**src/rtl/cdb_arbiter_pkg.sv**
```systemverilog
// rtl/cdb_arbiter_pkg.sv - shared CDB source indices, widths and packet type
package cdb_arbiter_pkg;

   localparam int CDB_NUM_SRC = 3;
   localparam int CDB_DATA_W  = 32;
   localparam int PREG_W      = 6;
   localparam int ROB_W       = 4;

   localparam int CDB_SRC_ALU = 0;
   localparam int CDB_SRC_MUL = 1;
   localparam int CDB_SRC_LSU = 2;

   // Writeback packet as seen by the PRF and the ROB
   typedef struct packed {
      logic [PREG_W-1:0]     preg;
      logic [ROB_W-1:0]      rob;
      logic [CDB_DATA_W-1:0] data;
   } cdb_pkt_t;

endpackage

```
**src/rtl/cdb_arbiter_if.sv**
```systemverilog
// rtl/cdb_arbiter_if.sv - functional-unit push ports and CDB broadcast bundle
interface cdb_arbiter_if #(
   parameter int NUM_SRC = 3,
   parameter int DATA_W  = 32,
   parameter int PREG_W  = 6,
   parameter int ROB_W   = 4
);
   logic [NUM_SRC-1:0]        src_valid;
   logic [NUM_SRC-1:0]        src_ready;
   logic [NUM_SRC*PREG_W-1:0] src_preg;
   logic [NUM_SRC*ROB_W-1:0]  src_rob;
   logic [NUM_SRC*DATA_W-1:0] src_data;
   logic                      cdb_ready;
   logic                      cdb_valid;
   logic [1:0]                cdb_src;
   logic [PREG_W-1:0]         cdb_preg;
   logic [ROB_W-1:0]          cdb_rob;
   logic [DATA_W-1:0]         cdb_data;

   // Functional units and CDB consumers side
   modport master (
      output src_valid, src_preg, src_rob, src_data, cdb_ready,
      input  src_ready, cdb_valid, cdb_src, cdb_preg, cdb_rob, cdb_data
   );

   // Arbiter side
   modport slave (
      input  src_valid, src_preg, src_rob, src_data, cdb_ready,
      output src_ready, cdb_valid, cdb_src, cdb_preg, cdb_rob, cdb_data
   );
endinterface

```
**src/rtl/cdb_arbiter_rr_arbiter.sv**
```systemverilog
// rtl/cdb_arbiter_rr_arbiter.sv - combinational round-robin one-hot grant
module rr_arbiter #(
   parameter  int N  = 3,
   localparam int PW = (N > 1) ? $clog2(N) : 1
) (
   input  logic [N-1:0]  req,
   input  logic [PW-1:0] ptr,
   output logic [N-1:0]  grant
);

   int   idx;
   logic found;

   // Scan from ptr upward modulo N; first requester wins
   always_comb begin
      grant = '0;
      found = 1'b0;
      idx   = 0;
      for (int off = 0; off < N; off++) begin
         idx = (int'(ptr) + off) % N;
         if (!found && req[idx]) begin
            grant[idx] = 1'b1;
            found      = 1'b1;
         end
      end
   end

endmodule

```
**src/rtl/cdb_arbiter.sv**
```systemverilog
// rtl/cdb_arbiter.sv - per-unit result buffers, round-robin select, registered CDB
module cdb_arbiter
   import cdb_arbiter_pkg::*;
#(
   parameter int NUM_SRC = CDB_NUM_SRC,
   parameter int DATA_W  = CDB_DATA_W,
   parameter int PREG_W  = cdb_arbiter_pkg::PREG_W,
   parameter int ROB_W   = cdb_arbiter_pkg::ROB_W
) (
   input  logic           clk,
   input  logic           rst,
   input  logic           flush,
   cdb_arbiter_if.slave   bus
);

   localparam int PTR_W = (NUM_SRC > 1) ? $clog2(NUM_SRC) : 1;

   logic [NUM_SRC-1:0] buf_v_q, buf_v_d;
   logic [PREG_W-1:0]  buf_preg_q [NUM_SRC];
   logic [PREG_W-1:0]  buf_preg_d [NUM_SRC];
   logic [ROB_W-1:0]   buf_rob_q  [NUM_SRC];
   logic [ROB_W-1:0]   buf_rob_d  [NUM_SRC];
   logic [DATA_W-1:0]  buf_data_q [NUM_SRC];
   logic [DATA_W-1:0]  buf_data_d [NUM_SRC];

   logic [PTR_W-1:0]   rr_ptr_q, rr_ptr_d;
   logic               cdb_valid_q, cdb_valid_d;
   logic [1:0]         cdb_src_q, cdb_src_d;
   logic [PREG_W-1:0]  cdb_preg_q, cdb_preg_d;
   logic [ROB_W-1:0]   cdb_rob_q, cdb_rob_d;
   logic [DATA_W-1:0]  cdb_data_q, cdb_data_d;

   logic               out_free;
   logic [NUM_SRC-1:0] req;
   logic [NUM_SRC-1:0] grant;
   logic [NUM_SRC-1:0] src_ready;
   logic [NUM_SRC-1:0] push;
   logic [PTR_W-1:0]   grant_idx;
   logic               grant_any;

   // Output register may take a new beat when empty or being consumed
   assign out_free = !cdb_valid_q || bus.cdb_ready;
   assign req      = out_free ? buf_v_q : '0;

   rr_arbiter #(.N(NUM_SRC)) u_rr (
      .req   (req),
      .ptr   (rr_ptr_q),
      .grant (grant)
   );

   // Encode the one-hot grant; buffers accept when empty or draining this cycle
   always_comb begin
      grant_idx = '0;
      for (int i = 0; i < NUM_SRC; i++) begin
         if (grant[i]) grant_idx = PTR_W'(i);
      end
      grant_any = |grant;
      src_ready = flush ? '0 : (~buf_v_q | grant);
      push      = bus.src_valid & src_ready;
   end

   assign bus.src_ready = src_ready;
   assign bus.cdb_valid = cdb_valid_q;
   assign bus.cdb_src   = cdb_src_q;
   assign bus.cdb_preg  = cdb_preg_q;
   assign bus.cdb_rob   = cdb_rob_q;
   assign bus.cdb_data  = cdb_data_q;

   // Holding buffers: drain on grant, refill on push, flush empties all
   always_comb begin
      buf_v_d    = buf_v_q;
      buf_preg_d = buf_preg_q;
      buf_rob_d  = buf_rob_q;
      buf_data_d = buf_data_q;
      for (int i = 0; i < NUM_SRC; i++) begin
         if (grant[i]) buf_v_d[i] = 1'b0;
         if (push[i]) begin
            buf_v_d[i]    = 1'b1;
            buf_preg_d[i] = bus.src_preg[i*PREG_W +: PREG_W];
            buf_rob_d[i]  = bus.src_rob[i*ROB_W +: ROB_W];
            buf_data_d[i] = bus.src_data[i*DATA_W +: DATA_W];
         end
      end
      if (flush) buf_v_d = '0;
   end

   // CDB output register and round-robin pointer update
   always_comb begin
      cdb_valid_d = cdb_valid_q;
      cdb_src_d   = cdb_src_q;
      cdb_preg_d  = cdb_preg_q;
      cdb_rob_d   = cdb_rob_q;
      cdb_data_d  = cdb_data_q;
      rr_ptr_d    = rr_ptr_q;
      if (flush) begin
         cdb_valid_d = 1'b0;
      end else if (grant_any) begin
         cdb_valid_d = 1'b1;
         cdb_src_d   = 2'(grant_idx);
         cdb_preg_d  = buf_preg_q[grant_idx];
         cdb_rob_d   = buf_rob_q[grant_idx];
         cdb_data_d  = buf_data_q[grant_idx];
         rr_ptr_d    = (grant_idx == PTR_W'(NUM_SRC-1)) ? '0 : grant_idx + 1'b1;
      end else if (out_free) begin
         cdb_valid_d = 1'b0;
      end
   end

   // State registers with asynchronous clear
   always_ff @(posedge clk or posedge rst) begin
      if (rst) begin
         buf_v_q     <= '0;
         rr_ptr_q    <= '0;
         cdb_valid_q <= 1'b0;
         cdb_src_q   <= '0;
         cdb_preg_q  <= '0;
         cdb_rob_q   <= '0;
         cdb_data_q  <= '0;
         for (int i = 0; i < NUM_SRC; i++) begin
            buf_preg_q[i] <= '0;
            buf_rob_q[i]  <= '0;
            buf_data_q[i] <= '0;
         end
      end else begin
         buf_v_q     <= buf_v_d;
         rr_ptr_q    <= rr_ptr_d;
         cdb_valid_q <= cdb_valid_d;
         cdb_src_q   <= cdb_src_d;
         cdb_preg_q  <= cdb_preg_d;
         cdb_rob_q   <= cdb_rob_d;
         cdb_data_q  <= cdb_data_d;
         buf_preg_q  <= buf_preg_d;
         buf_rob_q   <= buf_rob_d;
         buf_data_q  <= buf_data_d;
      end
   end

endmodule

```
**src/flat_wrapper.sv**
```systemverilog
// flat-port wrapper written by rule: the top's interface ports become plain ports
module cdb_arbiter_flat import cdb_arbiter_pkg::*;
#(
   parameter int NUM_SRC = CDB_NUM_SRC,
   parameter int DATA_W  = CDB_DATA_W,
   parameter int PREG_W  = cdb_arbiter_pkg::PREG_W,
   parameter int ROB_W   = cdb_arbiter_pkg::ROB_W
)
  (clk, rst, flush, bus_src_valid, bus_src_preg, bus_src_rob, bus_src_data, bus_cdb_ready, bus_src_ready, bus_cdb_valid, bus_cdb_src, bus_cdb_preg, bus_cdb_rob, bus_cdb_data);
  cdb_arbiter_if #(.NUM_SRC(NUM_SRC), .DATA_W(DATA_W), .PREG_W(PREG_W), .ROB_W(ROB_W)) bus_i ();
  input  logic clk;
  input  logic rst;
  input  logic flush;
  input wire logic [$bits(bus_i.src_valid)-1:0] bus_src_valid;
  input wire logic [$bits(bus_i.src_preg)-1:0] bus_src_preg;
  input wire logic [$bits(bus_i.src_rob)-1:0] bus_src_rob;
  input wire logic [$bits(bus_i.src_data)-1:0] bus_src_data;
  input wire logic [$bits(bus_i.cdb_ready)-1:0] bus_cdb_ready;
  output wire logic [$bits(bus_i.src_ready)-1:0] bus_src_ready;
  output wire logic [$bits(bus_i.cdb_valid)-1:0] bus_cdb_valid;
  output wire logic [$bits(bus_i.cdb_src)-1:0] bus_cdb_src;
  output wire logic [$bits(bus_i.cdb_preg)-1:0] bus_cdb_preg;
  output wire logic [$bits(bus_i.cdb_rob)-1:0] bus_cdb_rob;
  output wire logic [$bits(bus_i.cdb_data)-1:0] bus_cdb_data;
  assign bus_i.src_valid = bus_src_valid;
  assign bus_i.src_preg = bus_src_preg;
  assign bus_i.src_rob = bus_src_rob;
  assign bus_i.src_data = bus_src_data;
  assign bus_i.cdb_ready = bus_cdb_ready;
  assign bus_src_ready = bus_i.src_ready;
  assign bus_cdb_valid = bus_i.cdb_valid;
  assign bus_cdb_src = bus_i.cdb_src;
  assign bus_cdb_preg = bus_i.cdb_preg;
  assign bus_cdb_rob = bus_i.cdb_rob;
  assign bus_cdb_data = bus_i.cdb_data;
  cdb_arbiter #(.NUM_SRC(NUM_SRC), .DATA_W(DATA_W), .PREG_W(PREG_W), .ROB_W(ROB_W)) u_core (.clk(clk), .rst(rst), .flush(flush), .bus(bus_i));
endmodule
```
**config.mk**
```make
export PLATFORM = sky130hd
export DESIGN_NAME = cdb_arbiter_flat
export DESIGN_NICKNAME = d
export VERILOG_FILES = /design/src/rtl/cdb_arbiter_pkg.sv /design/src/rtl/cdb_arbiter_if.sv /design/src/rtl/cdb_arbiter_rr_arbiter.sv /design/src/rtl/cdb_arbiter.sv /design/src/flat_wrapper.sv
export SDC_FILE = /design/constraint.sdc
export NUM_CORES = 1
export LEC_CHECK = 0
export CORE_MARGIN = 2
export CORE_UTILIZATION = 35
export DETAILED_ROUTE_END_ITERATION = 8
export PLACE_DENSITY = 0.62
export SETUP_SLACK_MARGIN = 0.05
export SYNTH_ARGS = -nofsm -noshare
export SYNTH_HDL_FRONTEND = slang
export SYNTH_SLANG_ARGS = --single-unit
```
**constraint.sdc**
```tcl
create_clock -name clk -period 10.2 [get_ports clk]
set_clock_uncertainty 0.2 [all_clocks]
set_input_delay 1.02 -clock clk [delete_from_list [all_inputs] [get_ports clk]]
set_output_delay 1.02 -clock clk [all_outputs]
set_load 0.02 [all_outputs]
```
[Word level (Yosys, flattened, before mapping)]
Index checks and enable logic that the tools add are counted.
Word-level totals
  bits in registers: 176
  input bits: 133
  logic and storage cells: 98
Operators by class
  $add $sub $neg: 3
  divide/modulo/power cells: 3
  magnitude comparators: 7
  equality and inequality tests: 1
  muxes and demuxes: 44
  bitwise operators: 7
  reduce and logical (&&, ||, !) cells: 15
Operator list (number)
  $ge 32x1->1 const B: 3
  $lt 32x4->1 const B: 3
  $bmux 32 s2: 1
  $mod 32x3->32 const B: 2
  $mux 32: 2
  $mod 3x3->32 const B: 1
  $mux 1: 21
  $mux 3: 6
  $bmux 6 s2: 1
  $mux 6: 2
  $reduce_bool 3->1: 4
  $or 3x3->3: 3
  $bmux 4 s2: 1
  $mux 4: 2
  $bmux 1 s2: 3
  $demux 1 s2: 3
  $logic_and 1x1->1: 5
  $mux 2: 2
  $add 2x1->3 const B: 1
  $add 2x2->3 const B: 1
  $and 3x3->3: 1
  $ge 3x3->1 const B: 1
  $logic_not 1->1: 3
  $not 2->3: 1
  7 further kinds: 7

[Longest topological paths before layout]
Gate-level depths: netlist (run 1).
  word-level depth: 19
  depth in mapped cells: 10
  gate-level depth less buffers: 8

[Hierarchy]
From an unflattened synthesis (run 1), not the netlist that was laid out.
Second synthesis, totals
  cell total of the unflattened synthesis: 575
  area, all modules: 7838.8 µm²
Modules (own cells, without submodules)
  cdb_arbiter: times used 1, cells an instance 540, area each 7573.5 µm², seq. area each 4379.2 µm²
  rr_arbiter: times used 1, cells an instance 35, area each 265.3 µm², seq. area each 0.0 µm²

[Worst setup path after synthesis (run 1)]
OpenSTA, ideal clock, no wires.
  path type: input to output
  start point: input port bus_cdb_ready
  end point: output port bus_src_ready[1]
  arrival: 2.583 ns
  slack: 6.397 ns
  cell stages on the path: 7
  path buffers: 2
  cell sequence: nor2b_1 > or3_1 > a211oi_2 > a31oi_1 > buf_4 > buf_2 > a21oi_1
On the way
  cells in the longest elaborated chain, start to end: 14
  elaborated cells on any way between the ends: 24
Ends and longest elaborated chain
  start, declared: line flat_wrapper.sv:18  | input wire logic [$bits(bus_i.cdb_ready)-1:0] bus_cdb_ready;
  $logic_or 1x1->1 *: line cdb_arbiter.sv:42  | assign out_free = !cdb_valid_q || bus.cdb_ready;
  $mux 3 *: line cdb_arbiter.sv:43  | assign req = out_free ? buf_v_q : '0;
  $bmux 1 s2: line cdb_arbiter_rr_arbiter.sv:21  | if (!found && req[idx]) begin
  $mux 1 (not written as such) (2 in series): line cdb_arbiter_rr_arbiter.sv:21
  $mux 1: line cdb_arbiter_rr_arbiter.sv:21
  $logic_not 1->1: line cdb_arbiter_rr_arbiter.sv:21
  $logic_and 1x1->1: line cdb_arbiter_rr_arbiter.sv:21
  $mux 1: line cdb_arbiter_rr_arbiter.sv:21
  $logic_not 1->1: line cdb_arbiter_rr_arbiter.sv:21
  $logic_and 1x1->1: line cdb_arbiter_rr_arbiter.sv:21
  $mux 3 *: line cdb_arbiter_rr_arbiter.sv:21
  $or 3x3->3 *: line cdb_arbiter.sv:58  | src_ready = flush ? '0 : (~buf_v_q | grant);
  $mux 3 *: line cdb_arbiter.sv:58
  end, declared: line flat_wrapper.sv:19  | output wire logic [$bits(bus_i.src_ready)-1:0] bus_src_ready;
Mark *: on every way between the ends. The rest lies on a longest branch, timed or not. The select of a mux whose other input is x is not followed.

[Final worst setup path (run 1)]
Ends and elaborated chain as after synthesis.

==> flow_metrics.env, run 1 <==
export IMPL_outcome="finished, final reports clean"
export IMPL_die_x_um=162
export IMPL_chipHeight_um=162
export IMPL_ys_flop_type="dfrtp_1"
export IMPL_cts_htree_levels=4
export IMPL_drt_total_wl_mm=22.9
export IMPL_final_wtd_congestion=0.813
export IMPL_placement_rows=57
export IMPL_min_delay_path_class="register to register"
export IMPL_detailedPlacementHpwl_mm=14.1
export IMPL_cts_num_sinks=175
export IMPL_comb_power_share_pct=47.5
export IMPL_area_growth_syn_to_layout_pct=28.3
export IMPL_launching_element_type_of_the_critical_path="primary input"
export IMPL_via_count=6097
export IMPL_detailed_router_s_first_iteration_violation_count=307
export IMPL_port_buffer_count=180
export IMPL_worstSetupEndpointType="output port"
export IMPL_cts_resized=0
export IMPL_initial_core_util_pct=35.8
export IMPL_ant_nets=0
export IMPL_synth_xor_area_share_pct=0
export IMPL_max_cap_violations=0
export IMPL_grt_setup_unrepaired="no"
export IMPL_worst_setup_path_type="primary input to output port"
export IMPL_drc_errors=0
export IMPL_grt_start_max_net_pins=102
export IMPL_post_synth_inst_count=688
export IMPL_ys_warn_count=0
export IMPL_power_share_clock_pct=18.7
export IMPL_grt_antenna_before_repair=1
export IMPL_relative_slew_slack_pct=23.9
export IMPL_synth_top_family_by_area="multiplexers"
export IMPL_synth_most_common_cell="dfrtp_1"
export IMPL_postCtsSetupBuffers=0
export IMPL_power_net_switching_uw=1240
export IMPL_final_max_slew_viol_count=0
export IMPL_cts_tree="done"
export IMPL_groute_layer_met1_usage_pct=24.3
export IMPL_layout_min_cycle_time_ns=5.65
export IMPL_mappedNetlistNets=825
export IMPL_fin_cells=1166
export IMPL_grt_met3_usage_pct=4.34
export IMPL_setup_total_negative_slack_ns=0
export IMPL_clk_latency_ns=0.43
export IMPL_global_route_usage_over_all_layers_pct=17.3
export IMPL_timing_fmax_mhz=177
export IMPL_final_nets=966
export IMPL_cts_inserted_buffers=17
export IMPL_slowest_stage_cell_cp="buf_4"
export IMPL_place_area_um2=10700
export IMPL_required_arrival_time_at_the_worst_endpoint_ns=8.98
export IMPL_fillerInstances=2209
export IMPL_first_pass_iters=4
export IMPL_netlist_cell_type_count=48
export IMPL_root_buffer="clkbuf_16"
export IMPL_cts_hold_buf=0
export IMPL_number_of_hold_slack_violations_in_the_final_timing_report=0
export IMPL_netlist_top_cells_count="dfrtp_1 (175), or4_1 (84), mux2_4 (80), inv_1 (48), mux2_2 (46)"
export IMPL_clock_pin_slew_worst_setup_and_hold_paths_ns=0.06
export IMPL_gr_usage_met2_pct=27.5
export IMPL_syn_avg_cell_area_um2=12.7
export IMPL_vdd_ir_drop_max_v=0.000169
export IMPL_path_max_fanout=86
export IMPL_synth_largest_area_cell="dfrtp_1"
export IMPL_drt_vias_per_instance=5.23
export IMPL_synth_top_cell_area_share_pct=50.0
export IMPL_powerDensity_nw_per_um2=293
export IMPL_design_die_area_um2=26300
export IMPL_sw_frac_of_total_pct=37.5
export IMPL_crit_path_cell_trace="clkdlybuf4s50_1 > nand2b_1 > and4b_2 > buf_4 > nor2_1 > a31oi_4 > buf_4 > a21oi_1 > clkdlybuf4s50_1"
export IMPL_synth_edf_count=0
export IMPL_power_internal_uw=2060
export IMPL_syn_cell_area_um2=8760
export IMPL_synth_compound_area_share_pct=8.73
export IMPL_fin_crit_sh_pct=55.4
export IMPL_ys_async_sr_fraction_pct=100
export IMPL_yosys_area_share_simple_pct=9.37
export IMPL_setup_violations=0
export IMPL_coreArea_um2=24500
export IMPL_tightest_slew_ns=1.14
export IMPL_busiest_layer="met2"
export IMPL_ctsLongestPathBuffers=2
export IMPL_worstPathArrival_ns=4.43
export IMPL_place_inst=1134
export IMPL_diodes=0
export IMPL_synth_fa_ha_area_share_pct=0.571
export IMPL_synthTopCellsByArea="dfrtp_1 (50%), mux2_4 (14%), or4_1 (7.2%), mux2_2 (5.9%), mux2i_1 (5.1%)"
export IMPL_synth_seq_cells=175
export IMPL_critPathMaxStageDelay_ns=0.68
export IMPL_grt_overflow_total=0
export IMPL_drive_above_1_share_pct=21.4
export IMPL_first_global_vias=6226
export IMPL_static_leakage_power_uw=0.00514
export IMPL_grt_first_pass_wirelength_mm=35.2
export IMPL_power_sequential_fraction_pct=33.7
export IMPL_wire_per_inst_um=19.6
export IMPL_ioPinCount=181
export IMPL_yosysSeqAreaShare_pct=50.0
export IMPL_stdcell_area_um2=11200
export IMPL_synth_mux_area_fraction_pct=24.8
-- layout make-up --
type / instances / area, µm² / share of cell area (%)
flip-flops and latches: 175 / 4380 / 39.0
clock buffers: 20 / 447 / 3.98
clock inverters: 12 / 100 / 0.891
multi-input cells: 398 / 3850 / 34.3
inverters: 49 / 191 / 1.70
repair buffers: 188 / 1860 / 16.6
well taps: 324 / 405 / 3.61
-- critical path, delay by kind of cell --
| family | cells | cell delay (ns) |
|---|---|---|
| AND/OR/NAND/NOR | 3 | 0.72 |
| AO/OA/AOI/OAI | 2 | 0.38 |
| buffers and inverters | 4 | 2.21 |
-- placed cells by master (no fill, tap or decap), types with 3 or more instances in the layout --
master / instances
buf_4: 8
mux2_4: 80
nor2b_1: 3
nand3_1: 3
dfrtp_1: 175
clkbuf_16: 17
o32ai_1: 43
mux2i_1: 45
clkdlybuf4s50_1: 180
inv_6: 5
a21oi_1: 7
mux2_2: 46
or4_1: 84
ha_1: 4
clkinv_4: 5
inv_1: 47
nor2_1: 5
o21ai_0: 42
or3_1: 3
-- power by group through the flow --
stage | clock (µW) | combinational, µW | sequential [µW]
after floorplan | 0 | 1010 | 1180
after global placement | 0 | 1550 | 1120
after detailed placement | 0 | 1580 | 1120
after CTS | 632 | 1590 | 1110
after global routing | 662 | 1700 | 1140
final | 617 | 1570 | 1110
-- worst paths after layout --
check                                      start               endpoint  slack [ns]  cells after the start
max                                bus_cdb_ready       bus_src_ready[1]        4.55                      9
min reg2reg                u_core.buf_data_q[95]  u_core.buf_data_q[95]        0.30                      1
max reg2reg                u_core.bus.cdb_src[0]    u_core.buf_rob_q[7]        5.80                      9
max in group asynchronous                    rst  u_core.buf_data_q[28]        7.48                      3
min                        u_core.buf_data_q[95]  u_core.buf_data_q[95]        0.30                      1
min in group asynchronous                    rst   u_core.buf_data_q[8]        0.89                      2
-- sequential cells by signal, indices dropped and copies added, names as in the netlist, 2 cells and up --
| signal | flops |
|---|---|
| u_core.buf_v_q | 3 |
| u_core.buf_preg_q | 18 |
| u_core.bus.cdb_rob | 4 |
| u_core.buf_data_q | 96 |
| u_core.bus.cdb_preg | 6 |
| u_core.bus.cdb_src | 2 |
| u_core.bus.cdb_data | 32 |
| u_core.buf_rob_q | 12 |
-- cells by family (layout without fill, tap and decap cells) --
group	after synthesis	after routing
buffers and inverters	115	269
DFF	175	175
and+or+nand+nor	114	114
adders and majority gates	4	4
AOI/OAI and AO/OA	109	109
muxes	171	171
-- through the flow --
stage               worst slack [ns]  power (µW)  hold WS (ns)  util [%]
global route                    4.39        3510         0.312      45.9
global placement                4.61        2670         0.280      43.7
floorplan                       4.23        2190         0.271         -
CTS                             4.57        3330         0.301      45.9
detailed placement              4.56        2700         0.287      43.7
finish                          4.55        3300         0.301      45.9
-- routing by layer --
layer  up-vias  part of all wire (%)  wire length [µm]
li1       2855                     -                 -
met1      3066                    47             10700
met2       163                    47             10700
met3        11                   5.7              1300
met4         2                  0.79               180
met5         -                 0.070                16
Power figures use the tool's default switching activity.
==> run 2, diff against run 1 <==
--- a/config.mk
+++ b/config.mk
@@ -8,7 +8,7 @@
 export CORE_MARGIN = 2
 export CORE_UTILIZATION = 35
 export DETAILED_ROUTE_END_ITERATION = 8
-export PLACE_DENSITY = 0.62
+export PLACE_DENSITY = 0.64
 export SETUP_SLACK_MARGIN = 0.05
 export SYNTH_ARGS = -nofsm -noshare
 export SYNTH_HDL_FRONTEND = slang
==> constraint.sdc (replaced) <==
create_clock -name clk -period 4.7 [get_ports clk]
set_clock_uncertainty 0.2 [all_clocks]
set_input_delay 0.47 -clock clk [delete_from_list [all_inputs] [get_ports clk]]
set_output_delay 0.47 -clock clk [all_outputs]
set_load 0.02 [all_outputs]
==> run 2 against run 1 <==
  * Sequential power up 120%
  * Setup slack worse by 3.7 ns
  * Via count up 1.5%
  * Flip-flop and latch count unchanged
  * Clock-buffer cell count unchanged
  * Total power up 130%
  * Hold slack worse by 0.0011 ns
  * Core utilization up 0.67 points
  * Final area up 1.5%
  * Final cell count up 0.43%
  * Clock power rose to 2.6 times the previous value
  * Sequential share of layout area down 0.56 points
==> flow_metrics.env, run 2 (synthesized netlist as in run 1, its figures left out) <==
export IMPL_outcome="finished, final reports clean"
export IMPL_die_x_um=162
export IMPL_cts_resized=0
export IMPL_relative_slew_slack_pct=32.0
export IMPL_detailedPlacementHpwl_mm=14.3
export IMPL_grt_overflow_total=0
export IMPL_path_max_fanout=6
export IMPL_detailed_router_s_first_iteration_violation_count=358
export IMPL_global_route_usage_over_all_layers_pct=18.2
export IMPL_wire_per_inst_um=19.9
export IMPL_tightest_slew_ns=1.02
export IMPL_rrSetupSlack_ns=1.19
export IMPL_cts_inserted_buffers=17
export IMPL_reg2reg_from="u_core.bus.cdb_src[0]"
export IMPL_coreArea_um2=24500
export IMPL_fin_cells=1171
export IMPL_layout_commonest_cell="clkdlybuf4s50_1"
export IMPL_static_leakage_power_uw=0.00521
export IMPL_worst_setup_path_type="register to output port"
export IMPL_grt_start_max_net_pins=176
export IMPL_postCtsSetupBuffers=0
export IMPL_final_max_slew_viol_count=0
export IMPL_drt_vias_per_instance=5.28
export IMPL_first_global_vias=6424
export IMPL_cts_tree="done"
export IMPL_placement_rows=57
export IMPL_cts_hold_buf=0
export IMPL_drive_above_1_share_pct=21.7
export IMPL_crit_path_cell_trace="inv_1 > ha_1 > mux2i_1 > or3_1 > a211oi_2 > nand3_1 > and3_1 > nor2_1 > clkdlybuf4s50_1"
export IMPL_max_cap_violations=0
export IMPL_final_nets=971
export IMPL_largest_register="u_core.buf_data_q"
export IMPL_hold_path_startpoint="u_core.buf_data_q[95]"
export IMPL_root_buffer="clkbuf_16"
export IMPL_min_delay_path_depth=1
export IMPL_area_growth_syn_to_layout_pct=30.2
export IMPL_worst_r2r_path_depth=9
export IMPL_final_wtd_congestion=0.806
export IMPL_largest_register_ffs=96
export IMPL_timing_fmax_mhz=259
export IMPL_ioPinCount=181
export IMPL_clk_latency_ns=0.42
export IMPL_worstHoldEndpoint="u_core.buf_data_q[95]"
export IMPL_setup_violations=0
export IMPL_vdd_ir_drop_max_v=0.000299
export IMPL_cts_num_sinks=175
export IMPL_required_arrival_time_at_the_worst_endpoint_ns=4.03
export IMPL_grt_setup_unrepaired="no"
export IMPL_critPathMaxStageDelay_ns=0.61
export IMPL_setup_total_negative_slack_ns=0
export IMPL_chipHeight_um=162
export IMPL_ant_nets=0
export IMPL_first_pass_iters=4
export IMPL_critical_path_launch_point="u_core.rr_ptr_q[0]"
export IMPL_slowest_stage_cell_cp="clkdlybuf4s50_1"
export IMPL_drt_total_wl_mm=23.4
export IMPL_worstReg2RegEnd="u_core.buf_data_q[83]"
export IMPL_initial_core_util_pct=35.8
export IMPL_via_count=6186
export IMPL_commonest_non_fill_non_tap_cells_in_the_layout="clkdlybuf4s50_1 (180), dfrtp_1 (175), or4_1 (84)"
export IMPL_place_inst=1139
export IMPL_layout_min_cycle_time_ns=3.86
export IMPL_p_total_uw=7450
export IMPL_clock_pin_slew_worst_setup_and_hold_paths_ns=0.07
export IMPL_diodes=0
export IMPL_cts_htree_levels=4
export IMPL_busiest_layer="met2"
export IMPL_ctsLongestPathBuffers=2
export IMPL_gr_usage_met2_pct=29.1
export IMPL_grt_first_pass_wirelength_mm=36.9
export IMPL_fin_crit_sh_pct=82.2
export IMPL_grt_met3_usage_pct=3.65
export IMPL_launching_element_type_of_the_critical_path="register"
export IMPL_number_of_hold_slack_violations_in_the_final_timing_report=0
export IMPL_drc_errors=0
export IMPL_grt_antenna_before_repair=0
export IMPL_worstSetupEndpointType="output port"
export IMPL_min_delay_path_class="register to register"
export IMPL_fin_hold_ws_ns=0.300
export IMPL_port_buffer_count=180
export IMPL_design_die_area_um2=26300
export IMPL_groute_layer_met1_usage_pct=25.4
export IMPL_powerDensity_nw_per_um2=654
export IMPL_worstPathArrival_ns=3.19
[run 2: cell types whose count changed in the layout (fill, tap and decap cells not counted), moves of 2 or more]
cell	delta
buf_12	+2
buf_4	+3
bufinv_16	+5
clkinv_4	-5
clkinvlp_4	+2
[run 2: worst max-delay path by stage]
stage	slack (ns)	depth (start not counted)	endpoint
floorplan	1.53	10	u_core.buf_data_q[0]
global placement	1.15	8	u_core.buf_data_q[76]
detailed placement	1.06	8	u_core.buf_data_q[77]
CTS	0.84	9	bus_src_ready[0]
global route	0.67	9	bus_src_ready[0]
finish	0.84	9	bus_src_ready[0]
[run 2: final cells by class]
class | instances | area [µm²]
sequential | 175 | 4380
fill | 2208 | 13100
clock buffer | 20 | 447
multi-input combinational | 398 | 3850
clock inverter | 12 | 205
tap | 324 | 405
timing repair buffer | 193 | 1920
inverter | 49 | 188
[run 2: critical path, delay by kind of cell, from the launching register on]
kind                       cells  cell delay (ns)
AOI/OAI and AO/OA              1             0.39
adders and majority gates      1             0.34
buffers and inverters          2             0.72
DFF                            1             0.40
muxes                          1             0.11
and+or+nand+nor                4             0.81
[run 2: stage by stage]
step           setup WS, ns  util (%)  cell area [µm²]
2_1_floorplan          1.53         -             8760
3_3_place_gp           1.15      43.9            10700
3_5_place_dp           1.06      43.9            10700
4_1_cts               0.838      46.6            11400
5_1_grt               0.667      46.6            11400
6_report              0.838      46.6            11400
[run 2: routing by layer]
metal  vias up  part of all wire, %
met5         -                    0
met4         0                  1.2
met3        17                  6.0
met2       197                   46
met1      3112                   46
li1       2860                    -
[run 2: power by group]
part / total (µW) / switching, µW / internal (µW)
Combinational: 3430 / 1740 / 1690
Clock: 1590 / 621 / 966
Sequential: 2430 / 333 / 2100
Total: 7450 / 2700 / 4760
